--- config.mk ---
export PLATFORM = sky130hd
export DESIGN_NAME = sample_deframer
export DESIGN_NICKNAME = d
export VERILOG_FILES = /design/src/rtl/sample_deframer.sv
export SDC_FILE = /design/constraint.sdc
export NUM_CORES = 1
export LEC_CHECK = 0
export ABC_AREA = 1
export CAP_MARGIN = 20
export CORE_MARGIN = 5
export CORE_UTILIZATION = 37
export DETAILED_ROUTE_END_ITERATION = 16
export PLACE_DENSITY = 0.61
export RECOVER_POWER = 100
export SLEW_MARGIN = 40
export SYNTH_ARGS = -nofsm -noshare
export SYNTH_HDL_FRONTEND = slang
export SYNTH_SLANG_ARGS = --single-unit
--- constraint.sdc ---
create_clock -name clk_i -period 2.1 [get_ports clk_i]
set_input_delay 0.63 -clock clk_i [delete_from_list [all_inputs] [get_ports clk_i]]
set_output_delay 0.63 -clock clk_i [all_outputs]
set_load 0.02 [all_outputs]
--- src/rtl/sample_deframer.sv ---
// Frame recovery for the 12-bit sample stream: hunts for a 4-word sync header, then forwards tagged payload.
// Optional statistics counters are enabled with the SAMPLE_DEFRAMER_STATS_EN macro.
module sample_deframer #(
    parameter int              DW          = 12,
    parameter logic [DW-1:0]   SYNC0       = 12'hACD,
    parameter logic [DW-1:0]   SYNC1       = 12'hFFF,
    parameter logic [DW-1:0]   SYNC2       = 12'hEBE,
    parameter logic [DW-1:0]   SYNC3       = 12'hFDC,
    parameter int              PAYLOAD_LEN = 1024
) (
    input  logic          clk_i,
    input  logic          rst_n_i,
    input  logic [DW-1:0] data_i,
    input  logic          valid_i,
    output logic [DW-1:0] data_o,
    output logic          valid_o,
    output logic          sof_o,
    output logic          eof_o,
    output logic          locked_o,
`ifdef SAMPLE_DEFRAMER_STATS_EN
    output logic [15:0]   frame_cnt_o,
    output logic [7:0]    lock_loss_cnt_o,
`endif
    output logic          sync_err_o
);

    localparam int CW = (PAYLOAD_LEN > 1) ? $clog2(PAYLOAD_LEN) : 1;
    localparam logic [CW-1:0] LAST_CNT = CW'(PAYLOAD_LEN - 1);
    localparam logic [3:0][DW-1:0] SYNC = {SYNC3, SYNC2, SYNC1, SYNC0};

    typedef enum logic {
        HUNT,
        PAYLOAD
    } state_t;

    state_t        state_q, state_d;
    logic [1:0]    m_q, m_d;
    logic [CW-1:0] cnt_q, cnt_d;
    // Set at eof, cleared by any non-matching hunt word: a header completed while set earns lock.
    logic          clean_q, clean_d;
    logic [DW-1:0] data_q, data_d;
    logic          valid_q, valid_d;
    logic          sof_q, sof_d;
    logic          eof_q, eof_d;
    logic          locked_q, locked_d;
    logic          err_q, err_d;
    logic [DW-1:0] sync_word;

    always_ff @(posedge clk_i or negedge rst_n_i) begin
        if (!rst_n_i) begin
            state_q  <= HUNT;
            m_q      <= '0;
            cnt_q    <= '0;
            clean_q  <= 1'b0;
            data_q   <= '0;
            valid_q  <= 1'b0;
            sof_q    <= 1'b0;
            eof_q    <= 1'b0;
            locked_q <= 1'b0;
            err_q    <= 1'b0;
        end else begin
            state_q  <= state_d;
            m_q      <= m_d;
            cnt_q    <= cnt_d;
            clean_q  <= clean_d;
            data_q   <= data_d;
            valid_q  <= valid_d;
            sof_q    <= sof_d;
            eof_q    <= eof_d;
            locked_q <= locked_d;
            err_q    <= err_d;
        end
    end

    always_comb begin
        state_d   = state_q;
        m_d       = m_q;
        cnt_d     = cnt_q;
        clean_d   = clean_q;
        data_d    = data_q;
        valid_d   = 1'b0;
        sof_d     = 1'b0;
        eof_d     = 1'b0;
        locked_d  = locked_q;
        err_d     = 1'b0;
        sync_word = SYNC[m_q];

        if (valid_i) begin
            unique case (state_q)
                HUNT: begin
                    if (data_i == sync_word) begin
                        if (m_q == 2'd3) begin
                            state_d  = PAYLOAD;
                            cnt_d    = '0;
                            m_d      = '0;
                            locked_d = clean_q;
                        end else begin
                            m_d = m_q + 2'd1;
                        end
                    end else begin
                        // A stray SYNC0 may itself start a fresh header.
                        m_d     = (data_i == SYNC0) ? 2'd1 : 2'd0;
                        clean_d = 1'b0;
                        if (locked_q) begin
                            locked_d = 1'b0;
                            err_d    = 1'b1;
                        end
                    end
                end
                PAYLOAD: begin
                    data_d  = data_i;
                    valid_d = 1'b1;
                    sof_d   = (cnt_q == '0);
                    if (cnt_q == LAST_CNT) begin
                        eof_d   = 1'b1;
                        state_d = HUNT;
                        m_d     = '0;
                        cnt_d   = '0;
                        clean_d = 1'b1;
                    end else begin
                        cnt_d = cnt_q + 1'b1;
                    end
                end
                default: begin
                    state_d = HUNT;
                    m_d     = '0;
                end
            endcase
        end
    end

    assign data_o     = data_q;
    assign valid_o    = valid_q;
    assign sof_o      = sof_q;
    assign eof_o      = eof_q;
    assign locked_o   = locked_q;
    assign sync_err_o = err_q;

`ifdef SAMPLE_DEFRAMER_STATS_EN
    logic [15:0] frame_cnt_q;
    logic [7:0]  lock_loss_cnt_q;

    // Counters advance on the same edge that raises eof_o / sync_err_o.
    always_ff @(posedge clk_i or negedge rst_n_i) begin
        if (!rst_n_i) begin
            frame_cnt_q     <= '0;
            lock_loss_cnt_q <= '0;
        end else begin
            if (eof_d) begin
                frame_cnt_q <= frame_cnt_q + 16'd1;
            end
            if (err_d && (lock_loss_cnt_q != 8'hFF)) begin
                lock_loss_cnt_q <= lock_loss_cnt_q + 8'd1;
            end
        end
    end

    assign frame_cnt_o     = frame_cnt_q;
    assign lock_loss_cnt_o = lock_loss_cnt_q;
`endif

endmodule

==> results.ini <==
[outcome]
status=complete, no violations

[cts]
cts_tree=yes
clk_pin_slew_ps=70
cts_buffer_depth=2
clock-sinks=31
cts_buffers=5
root_buffer=clkbuf_8
clk_latency_ps=290
htreeDepth=2
cts_hold_buf=0
cts_resized=0
cts_setup_buffers=0

[die]
io_pins=32
coreArea_sq_um=4660
fp.dieH_microns=78.7
dieArea_sq_um=6200
placementRows=25
dieWidth_microns=78.7
start_util_pct=37.5

[logic_synthesis]
synth.largest_area_cell=dfrtp_1
syn-cell-area_sq_um=1750
synth-edff-count=0
yosysTopAreaCellShare_pct=44.4
avgSynthCellArea_sq_um=7.50
syn-num-nets=253
ys_ff_latch=31
yosysUniqueCellTypes=28
yosys-top-cells-area=dfrtp_1 (44%), nand2_1 (14%), inv_1 (7.9%)
yosys_warnings=0
async_flop_share_pct=100
yosysSeqAreaShare_pct=44.4
synth_cells=233
ys.flop_type=dfrtp_1

[global_routing]
grt_max_degree=32
gr-usage-all-layers_pct=14.5
grt_antenna_before_repair=0
grt-ovfl-total=0
grt_pass1_wl_microns=7000
grt_pass1_vias=1511

[route]
postRouteWirelength_microns=4010
drt_iter0_drc=55
firstDrtPassIters=4
vias=1573
antenna_left=0
drt-vias-per-instance=4.74
avgRoutedWirePerCell_microns=12.1
drc_errors=0

[cells_and_area]
drive_gt1_share_pct=9.35
final_common_cell=nand2_1
final_cell_mix=nand2_1 (67), inv_1 (37), dfrtp_1 (31)
diodes=0
nets=297
fin_area_sq_um=2310
area_delta_synth_final_pct=32.0

[pwr]
pwr-share-comb_pct=22.8
power-per-cell-area_nw_per_um2=756
p_seq_share_pct=41.9
switching_share_pct=29.8
power_frac_clock_pct=35.2
p_sw_mw=0.519
peakVddDrop_uv=268
leakagePower_nw=1.19
finalPower_mw=1.74
power.internal_mw=1.23

[timing]
worst_slack_ps=145
fin_crit_sh_pct=93.1
tightest_slew_ps=770
hold_viol=0
fin_crit_ps=1960
rsz0062_at_grt=false
slew_viol_final=0
fmax_mhz=511
setup_viol=0
fin_skew_ps=11.3
slew_headroom_pct=48.7

[worst_setup_path]
cp_num_buf_inv=1
worstSetupPathType=flop to output port
worst_setup_path_start_kind=flop
critPathTopFamily=buffers and inverters
path_cells=dlygate4sd3_1
crit_arrival_ps=1330
critical_path.slowest_cell=dlygate4sd3_1
cp_max_fo=2
cp.required_ps=1470
end_kind=output port
r2r_start=m_q[0]$_DFFE_PN0P_
slowest_delay_ps=690
crit_start=data_o[1]$_DFFE_PN0P_

[placed_design]
dp_hpwl_microns=3100
place_congestion=0.822
placed_area_sq_um=2200
pre_cts_slack_ps=-26.6
io_buffers=31

[run]
cap_violations=0

[hold_path]
hp-start=data_o[4]$_DFFE_PN0P_
holdCritPathClass=flop to flop

## power by group through the flow
stage / Clock [mW] / Sequential [mW] / Combinational (mW)
CTS: 0.630 / 0.732 / 0.418
global placement: 0 / 0.742 / 0.409
global route: 0.659 / 0.742 / 0.460
floorplan: 0 / 0.760 / 0.225
detailed placement: 0 / 0.742 / 0.415
finish: 0.615 / 0.731 / 0.398
## final timing paths
check	endpoint	slack, ps	depth (start not counted)
min	data_o[4]$_DFFE_PN0P_	470	2
min in group asynchronous	data_o[2]$_DFFE_PN0P_	950	2
max in group asynchronous	m_q[0]$_DFFE_PN0P_	650	2
max	data_o[1]	140	1
max reg2reg	cnt_q[2]$_DFFE_PN0P_	280	9
min reg2reg	data_o[4]$_DFFE_PN0P_	470	2
## synthesized netlist by cell type, types with 2 or more instances
cell,instances
xnor2_1,2
xor2_1,3
a21oi_1,4
nand4_1,6
o21ai_0,15
inv_1,37
ha_1,5
nand3_1,14
dfrtp_1,31
nand3_2,2
nor3_1,7
nor2_1,23
clkbuf_1,2
nor2_2,2
nand2_1,67
## layer usage
metal / track usage, % / up-vias / wire length (microns)
met4: 6.29 / 0 / 97
met5: 0 / - / 0
met2: 24.4 / 40 / 1890
met1: 16.8 / 705 / 1810
met3: 4.65 / 13 / 221
li1: - / 815 / -
## sequential cells by signal, indices dropped and copies added, names as in the netlist
register and count:
data_o 12, cnt_q 10, m_q 2, clean_q 1
eof_o 1, locked_o 1, sof_o 1, state_q 1
sync_err_o 1, valid_o 1
## metrics by stage
| step | setup TNS, ps | hold WS, ps | std cells | utilization (%) |
|---|---|---|---|---|
| after floorplan | 0 | 334 | 233 | - |
| after global placement | 0 | 461 | 324 | 47.2 |
| after detailed placement | -26.6 | 464 | 324 | 47.2 |
| after CTS | 0 | 485 | 332 | 49.7 |
| after global routing | 0 | 493 | 332 | 49.5 |
| final | 0 | 472 | 332 | 49.5 |
## cell type report
cell class                 count  area [sq um]
clock buffer                   6          82.6
clock inverter                 2          35.0
fill                         477          2350
inverter                      39           146
multi-input combinational    160           802
sequential                    31           776
tap                           54          67.6
timing repair buffer          40           398
## cell families (layout without fill, tap and decap cells)
| logic type | count (synthesis) | after routing | share of synthesized area (%) |
|---|---|---|---|
| flip-flops | 31 | 31 | 44.4 |
| multiplexers | 1 | 1 | 0.573 |
| AO/OA/AOI/OAI | 21 | 21 | 6.66 |
| XOR/XNOR | 5 | 5 | 2.51 |
| AND/OR/NAND/NOR | 128 | 128 | 32.9 |
| buffers and inverters | 42 | 87 | 9.45 |
| adder cells (fa/ha/maj) | 5 | 5 | 3.58 |
No activity file was read; power rests on OpenSTA's default activity.
